### src/rtl/coriolis_fpmul_arbiter_if.sv
// Requester-side bus of the shared FP multiplier arbiter.
//   ivalid/iready/in_a/in_b : operand handshake, one lane per requester,
//                             lane i packed at [i*STREAMW +: STREAMW]
//   ovalid/oready/out1      : result handshake, ovalid one-hot, shared out1
// master = requester side, slave = arbiter side.
interface coriolis_fpmul_arbiter_if #(
    parameter int NREQ    = 2,
    parameter int STREAMW = 34
);
    logic [NREQ-1:0]         ivalid;
    logic [NREQ-1:0]         iready;
    logic [NREQ*STREAMW-1:0] in_a;
    logic [NREQ*STREAMW-1:0] in_b;
    logic [NREQ-1:0]         ovalid;
    logic [NREQ-1:0]         oready;
    logic [STREAMW-1:0]      out1;

    modport master (
        output ivalid, in_a, in_b, oready,
        input  iready, ovalid, out1
    );

    modport slave (
        input  ivalid, in_a, in_b, oready,
        output iready, ovalid, out1
    );
endinterface

### src/rtl/coriolis_fpmul_arbiter.sv
// Round-robin arbiter sharing one pipelined flopoco FP multiplier among NREQ
// requesters. Granted operands are registered onto mul_x/mul_y, and an owner
// tag travels alongside the multiplier pipeline so each result is steered
// back to its requester. The owner's back-pressure freezes everything.
// Ports:
//   clk, rst   : clock, asynchronous active-low reset
//   bus        : requester handshake (slave modport of coriolis_fpmul_arbiter_if)
//   mul_x/y    : registered operands to the external multiplier
//   mul_stall  : freezes the external multiplier pipeline
//   mul_r      : multiplier result, forwarded on bus.out1
//   inflight   : number of valid tags in the tag pipeline
module coriolis_fpmul_arbiter #(
    parameter int                 STREAMW    = 34,
    parameter int                 NREQ       = 2,
    parameter int                 LAT        = 3,
    parameter bit                 CONST_Y_EN = 1'b0,
    parameter logic [STREAMW-1:0] CONST_Y    = {2'b01, 32'h43d80000}
) (
    input  logic                        clk,
    input  logic                        rst,
    coriolis_fpmul_arbiter_if.slave     bus,
    output logic [STREAMW-1:0]          mul_x,
    output logic [STREAMW-1:0]          mul_y,
    output logic                        mul_stall,
    input  logic [STREAMW-1:0]          mul_r,
    output logic [$clog2(LAT+2)-1:0]    inflight
);
    localparam int IDW  = (NREQ > 1) ? $clog2(NREQ) : 1;
    localparam int SW   = IDW + 1;
    localparam int CNTW = $clog2(LAT + 2);

    // Tag pipeline: stage 0 sits beside mul_x/mul_y, stage LAT beside mul_r.
    logic [LAT:0]     tag_vld_q, tag_vld_d;
    logic [IDW-1:0]   tag_id_q [LAT+1];
    logic [IDW-1:0]   tag_id_d [LAT+1];
    logic [IDW-1:0]   p_q, p_d;
    logic [STREAMW-1:0] mul_x_q, mul_x_d, mul_y_q, mul_y_d;
    logic [CNTW-1:0]  inflight_q, inflight_d;

    logic [NREQ-1:0]  req_rot;
    logic             gnt_found;
    logic [IDW-1:0]   gnt_id;
    logic [SW-1:0]    gnt_sum;
    logic [STREAMW-1:0] x_sel, y_sel;
    logic             consume, advance, accept;

    // Rotate requests so bit k is requester (p+k) mod NREQ; the first set
    // bit is the round-robin winner.
    // NOTE: every variable written in always_comb gets a default at the top,
    // otherwise a path that skips the assignment infers a latch.
    always_comb begin
        req_rot   = NREQ'({bus.ivalid, bus.ivalid} >> p_q);
        gnt_found = 1'b0;
        gnt_id    = '0;
        gnt_sum   = '0;
        for (int k = 0; k < NREQ; k++) begin
            if (!gnt_found && req_rot[k]) begin
                gnt_found = 1'b1;
                gnt_sum   = {1'b0, p_q} + SW'(k);
                gnt_id    = (gnt_sum >= SW'(NREQ)) ? IDW'(gnt_sum - SW'(NREQ))
                                                   : IDW'(gnt_sum);
            end
        end
    end

    // Only the owner's ready matters; an empty result stage never stalls.
    assign consume   = |(bus.ovalid & bus.oready);
    assign advance   = ~tag_vld_q[LAT] | consume;
    assign accept    = advance & gnt_found;
    assign mul_stall = ~advance;
    assign bus.out1  = mul_r;
    assign mul_x     = mul_x_q;
    assign mul_y     = mul_y_q;
    assign inflight  = inflight_q;

    always_comb begin
        bus.iready = '0;
        bus.ovalid = '0;
        x_sel      = '0;
        y_sel      = '0;
        for (int i = 0; i < NREQ; i++) begin
            bus.iready[i] = accept && (gnt_id == IDW'(i));
            bus.ovalid[i] = tag_vld_q[LAT] && (tag_id_q[LAT] == IDW'(i));
            if (gnt_id == IDW'(i)) begin
                x_sel = bus.in_a[i*STREAMW +: STREAMW];
                y_sel = bus.in_b[i*STREAMW +: STREAMW];
            end
        end
        if (CONST_Y_EN) y_sel = CONST_Y;
    end

    always_comb begin
        tag_vld_d  = tag_vld_q;
        tag_id_d   = tag_id_q;
        p_d        = p_q;
        mul_x_d    = mul_x_q;
        mul_y_d    = mul_y_q;
        inflight_d = inflight_q;

        // Bubbles shift along with real tags; nothing is compacted.
        if (advance) begin
            tag_vld_d   = {tag_vld_q[LAT-1:0], accept};
            tag_id_d[0] = gnt_id;
            for (int s = 1; s <= LAT; s++) tag_id_d[s] = tag_id_q[s-1];
        end

        if (accept) begin
            mul_x_d = x_sel;
            mul_y_d = y_sel;
            p_d     = (gnt_id == IDW'(NREQ - 1)) ? '0 : gnt_id + IDW'(1);
        end

        // A simultaneous accept and consume leaves the count unchanged.
        case ({accept, consume})
            2'b10:   inflight_d = inflight_q + CNTW'(1);
            2'b01:   inflight_d = inflight_q - CNTW'(1);
            default: inflight_d = inflight_q;
        endcase
    end

    // NOTE: state registers use non-blocking assignments so every flop samples
    // the pre-edge value, regardless of the order of statements.
    // NOTE: the owner-id array is reset along with the valids so the pipeline
    // comes out of reset fully defined, not just logically empty.
    always_ff @(posedge clk or negedge rst) begin
        if (!rst) begin
            tag_vld_q  <= '0;
            for (int s = 0; s <= LAT; s++) tag_id_q[s] <= '0;
            p_q        <= '0;
            mul_x_q    <= '0;
            mul_y_q    <= '0;
            inflight_q <= '0;
        end else begin
            tag_vld_q  <= tag_vld_d;
            tag_id_q   <= tag_id_d;
            p_q        <= p_d;
            mul_x_q    <= mul_x_d;
            mul_y_q    <= mul_y_d;
            inflight_q <= inflight_d;
        end
    end
endmodule
### src/flat_wrapper.sv
// flat-port wrapper written by rule: the top's interface ports become plain ports
module coriolis_fpmul_arbiter_flat 
#(
    parameter int                 STREAMW    = 34,
    parameter int                 NREQ       = 2,
    parameter int                 LAT        = 3,
    parameter bit                 CONST_Y_EN = 1'b0,
    parameter logic [STREAMW-1:0] CONST_Y    = {2'b01, 32'h43d80000}
)
  (clk, rst, mul_x, mul_y, mul_stall, mul_r, inflight, bus_ivalid, bus_in_a, bus_in_b, bus_oready, bus_iready, bus_ovalid, bus_out1);
  coriolis_fpmul_arbiter_if #(.NREQ(NREQ), .STREAMW(STREAMW)) bus_i ();
  input  logic clk;
  input  logic rst;
  output logic [STREAMW-1:0] mul_x;
  output logic [STREAMW-1:0] mul_y;
  output logic mul_stall;
  input  logic [STREAMW-1:0] mul_r;
  output logic [$clog2(LAT+2)-1:0] inflight;
  input wire logic [$bits(bus_i.ivalid)-1:0] bus_ivalid;
  input wire logic [$bits(bus_i.in_a)-1:0] bus_in_a;
  input wire logic [$bits(bus_i.in_b)-1:0] bus_in_b;
  input wire logic [$bits(bus_i.oready)-1:0] bus_oready;
  output wire logic [$bits(bus_i.iready)-1:0] bus_iready;
  output wire logic [$bits(bus_i.ovalid)-1:0] bus_ovalid;
  output wire logic [$bits(bus_i.out1)-1:0] bus_out1;
  assign bus_i.ivalid = bus_ivalid;
  assign bus_i.in_a = bus_in_a;
  assign bus_i.in_b = bus_in_b;
  assign bus_i.oready = bus_oready;
  assign bus_iready = bus_i.iready;
  assign bus_ovalid = bus_i.ovalid;
  assign bus_out1 = bus_i.out1;
  coriolis_fpmul_arbiter #(.STREAMW(STREAMW), .NREQ(NREQ), .LAT(LAT), .CONST_Y_EN(CONST_Y_EN), .CONST_Y(CONST_Y)) u_core (.clk(clk), .rst(rst), .bus(bus_i), .mul_x(mul_x), .mul_y(mul_y), .mul_stall(mul_stall), .mul_r(mul_r), .inflight(inflight));
endmodule
### config.mk
export PLATFORM = sky130hd
export DESIGN_NAME = coriolis_fpmul_arbiter_flat
export DESIGN_NICKNAME = d
export VERILOG_FILES = /design/src/rtl/coriolis_fpmul_arbiter_if.sv /design/src/rtl/coriolis_fpmul_arbiter.sv /design/src/flat_wrapper.sv
export SDC_FILE = /design/constraint.sdc
export NUM_CORES = 1
export LEC_CHECK = 0
export ABC_AREA = 1
export BUFFER_PORTS_ARGS = -buffer_cell sky130_fd_sc_hd__clkbuf_2
export CAP_MARGIN = 20
export CORE_ASPECT_RATIO = 0.6
export CORE_MARGIN = 2
export CORE_UTILIZATION = 43
export CTS_CLUSTER_DIAMETER = 200
export DETAILED_ROUTE_END_ITERATION = 12
export PLACE_DENSITY = 0.91
export SLEW_MARGIN = 20
export SYNTH_ARGS = -nofsm -noshare
export SYNTH_HDL_FRONTEND = slang
export SYNTH_SLANG_ARGS = --single-unit
### constraint.sdc
create_clock -name clk -period 2.9 [get_ports clk]
set_input_delay 0.58 -clock clk [delete_from_list [all_inputs] [get_ports clk]]
set_output_delay 0.58 -clock clk [all_outputs]
set_load 0.02 [all_outputs]
==> out/qor.log <==
[floorplan] number of top-level pins 286
[grt] first-pass GRT wire length 19200 um
[floorplan] cell row count 28
[synth] Syn Std Cell Area 4460 um^2
[sta] timing-limited maximum frequency 0.415 GHz
[clock_tree] clock latency of the later-clocked register in the worst-skew pair 0.33 ns
[finish] number of antenna diodes 0
[pwr] Leak 3.41 nW
[synth] Post-Synth XOR/XNOR Area 0.00393
[place] GPL Wtd Cong 0.764
[clock_tree] root buf cell sky130_fd_sc_hd__clkbuf_16
[routing] routed wire length per instance 12.8 um
[floorplan] area of the core 9980 um^2
[clock_tree] CTS Buf Count 9
[setup_path] number of cells on the worst reg-to-reg path 10
[routing] drt total wl 11800 um
[setup_path] sum of buffers and inverters on the critical path 4
[synth] fraction of post-synthesis cell area in the top cell type by area 0.449
[finish] most frequent standard cell in the layout excluding fill and tap cells sky130_fd_sc_hd__nand2_1
[grt] combined global-route utilization of all metal layers 0.212
[floorplan] die outline width 135 um
[synth] sequential share of the synthesized area 0.449
[floorplan] starting utilization of the core area 0.446
[sta] normalized max-slew margin 0.511
[floorplan] Die Outline Area 11200 um^2
[synth] register bit total from synthesis 80
[place] number of I/O port buffers 217
[grt] vias in the first global route 4093
[synth] synth unique cells 20
[pwr] part of the total power dissipated in the clock network 0.184
[pwr] Reg power frac 0.334
[clock_tree] total of cells resized after clock tree synthesis 0
[setup_path] source of the worst register-to-register timing path u_core.tag_id_q[0]$_DFFE_PN0P_
[routing] vias per inst 4.89
[routing] overall via count from detail_route 4483
[finish] layout cells sized above 1 0.316
[finish] number of filler cells placed in the layout 923
[setup_path] worst-path maximum fanout 69
[grt] maximum number of pins on one net before global-route repair 81
[sta] skew final 0.00781 ns
[setup_path] critical path's most frequent cell sky130_fd_sc_hd__clkbuf_2
[synth] count of mapped cells out of synthesis 618
[synth] adder-cell area share of the yosys netlist 0.00730
[clock_tree] CTS tree built
[synth] warnings from Yosys 0
[finish] synthesis-to-layout area growth 25.5%
[sta] final cycle utilization of the critical path 0.831
[setup_path] type of the worst setup path input port to primary output
[sta] summed negative setup slack over all endpoints 0 ns
[pwr] internal portion of total power 3.23 mW
[sta] Tmin final 2.41 ns
[setup_path] startpoint types input port
[pwr] power per standard cell area 1050 nW/um^2
[floorplan] die outline height 82.9 um
[finish] # nets final 954
[finish] Multi-input gate area 1920 um^2
[finish] area occupied by registers 2000 um^2
[pwr] proportion of power drawn by combinational gates 0.483
[sta] endpoints failing hold 0
[grt] final global-route overflow total 0
[synth] Synth Area in Simple Gates 0.408
[sta] setup repair after global routing missed its margin no
[setup_path] worst stage delay on the critical path 0.58 ns
[clock_tree] setup repair bufs after CTS 0
[setup_path] Crit path max-delay family buffers and inverters
[grt] number of antenna violations at the first check in global routing 0
[setup_path] CP max-delay cell sky130_fd_sc_hd__buf_4
[synth] Syn Nets 796
[sta] number of endpoints failing setup at the final stage 0
[routing] DRC marker count from the first detailed-route iteration 247
[clock_tree] Clock transition at path regs 0.06 ns
[sta] worst hold slack after final layout 0.281 ns
[finish] commonest non-fill, non-tap cells in the layout sky130_fd_sc_hd__nand2_1 (287), sky130_fd_sc_hd__clkbuf_2 (216), sky130_fd_sc_hd__nand3_1 (139), sky130_fd_sc_hd__dfrtp_1 (80), sky130_fd_sc_hd__inv_1 (13)
[setup_path] ordered list of cells on the worst path clkbuf_2 -> or2_2 -> buf_4 -> nand3_1 -> inv_1 -> clkbuf_2
[synth] mux contribution to synthesized area 0
[sta] Worst Max-Slew Pin Slew 0.733 ns
[setup_path] required time of the worst setup path 2.32 ns
[sta] max-slew violation total from the final report 0
[setup_path] worst reg2reg path endpoint u_core.inflight[2]$_DFFE_PN0P_
[routing] residual antenna-violating net count after detailed routing 0
[clock_tree] H-tree levels 3
[worst_hold_path] class of the most critical hold timing path input port to async pin
[synth] compound-gate portion of the synthesized area 0.00898
[clock_tree] count of clock tree sinks 80
[place] detailed-placement wirelength estimate 8310 um
[setup_path] flop2flop setup slack 0.76 ns
[pwr] switching share of power 0.453
[setup_path] arrival time at the worst endpoint 1.83 ns
[run] max-cap violations 0
[setup_path] type of destination of the critical path primary output
[synth] largest family of logic cells by synthesized area simple AND/OR/NAND/NOR gates
[synth] largest cells by area after synthesis sky130_fd_sc_hd__dfrtp_1 (45%), sky130_fd_sc_hd__nand2_1 (24%), sky130_fd_sc_hd__nand3_1 (16%)
[routing] drt drc 0
[synth] library cell with the largest summed area after synthesis sky130_fd_sc_hd__dfrtp_1
[clock_tree] number of buffers between clock root and the deepest sink 2
[pwr] highest ir drop seen on vdd 485 uV
[status] status completed
[synth] post-synthesis average cell area 7.21 um^2
[routing] count of TritonRoute iterations in the first routing pass 5
[clock_tree] number of hold-repair buffers added at the cts stage 0
[pwr] net load switching power 2.67 mW
[Yosys cell counts]
cell                         n
sky130_fd_sc_hd__a21oi_1     1
sky130_fd_sc_hd__buf_1       7
sky130_fd_sc_hd__buf_2      14
sky130_fd_sc_hd__buf_4      44
sky130_fd_sc_hd__buf_6       2
sky130_fd_sc_hd__clkbuf_1   12
sky130_fd_sc_hd__dfrtp_1    80
sky130_fd_sc_hd__fa_1        1
sky130_fd_sc_hd__ha_1        1
sky130_fd_sc_hd__inv_1      13
sky130_fd_sc_hd__inv_2       1
sky130_fd_sc_hd__nand2_1   289
sky130_fd_sc_hd__nand2_4     1
sky130_fd_sc_hd__nand3_1   139
sky130_fd_sc_hd__nand3_2     1
sky130_fd_sc_hd__nor2_1      1
sky130_fd_sc_hd__o21ai_0     7
sky130_fd_sc_hd__or2_0       1
sky130_fd_sc_hd__or2_2       1
sky130_fd_sc_hd__xnor2_1     2
[worst max-delay path by stage]
stage	start	endpoint	cells past startpoint
6_report	bus_ivalid[0]	bus_iready[0]	6
5_1_grt	bus_ivalid[0]	bus_iready[0]	6
4_1_cts	bus_ivalid[0]	bus_iready[0]	6
3_5_place_dp	bus_ivalid[0]	bus_iready[0]	6
3_3_place_gp	bus_ivalid[0]	bus_iready[0]	6
2_1_floorplan	bus_ivalid[1]	u_core.inflight[2]$_DFFE_PN0P_	11
[sequential cells by signal, summed over array words and instances (netlist names)]
name / count
u_core.mul_x: 34
u_core.mul_y: 34
u_core.tag_id_q: 4
u_core.tag_vld_q: 4
u_core.inflight: 3
u_core.p_q: 1
[metrics by stage]
stage	total power [mW]	cells	worst slack (ns)	util	instance area, um^2
after floorplan	3.96	618	0.484	-	4460
after global placement	4.75	900	0.507	0.531	5300
after detailed placement	4.84	900	0.484	0.531	5300
after CTS	5.96	916	0.480	0.560	5590
after global routing	6.37	916	0.373	0.560	5590
final	5.90	916	0.489	0.560	5590
[worst register-to-register path: stages, from the launching register on]
cell                      delay [ns]
sky130_fd_sc_hd__dfrtp_1        0.41
sky130_fd_sc_hd__inv_1          0.09
sky130_fd_sc_hd__nand3_1        0.13
sky130_fd_sc_hd__nand3_4        0.22
sky130_fd_sc_hd__nand2_4        0.13
sky130_fd_sc_hd__ha_1           0.15
sky130_fd_sc_hd__inv_1          0.07
sky130_fd_sc_hd__fa_1           0.38
sky130_fd_sc_hd__or2_2          0.30
sky130_fd_sc_hd__nand2_1        0.08
sky130_fd_sc_hd__xnor2_1        0.11
[cell type report]
type | instances | area share
sequential | 80 | 0.358
multi-input combinational | 445 | 0.343
timing repair buffer | 226 | 0.207
clock buffer | 11 | 0.0416
tap | 135 | 0.0302
clock inverter | 5 | 0.0103
inverter | 14 | 0.00939
[routing by layer]
metal / vias to the layer above / GRT usage / wire, um
met3: 7 / 0.0830 / 1280
li1: 2244 / - / -
met1: 2002 / 0.278 / 5220
met5: - / 0 / 0
met4: 0 / 0.0436 / 70
met2: 230 / 0.335 / 5190
[logic make-up after synthesis]
family / Yosys count
adders and majority gates: 2
buffers and inverters: 93
xor gates and xnor gates: 2
and+or+nand+nor: 433
DFF: 80
AOI/OAI and AO/OA: 8
[power by group through the flow]
stage / Clock [mW] / Sequential (mW) / Combinational, mW
final: 1.08 / 1.97 / 2.85
after global routing: 1.18 / 2.04 / 3.15
after CTS: 1.12 / 1.97 / 2.87
after detailed placement: 0 / 1.97 / 2.87
after global placement: 0 / 1.96 / 2.78
after floorplan: 0 / 2.52 / 1.44
Power figures use the tool's default switching activity.
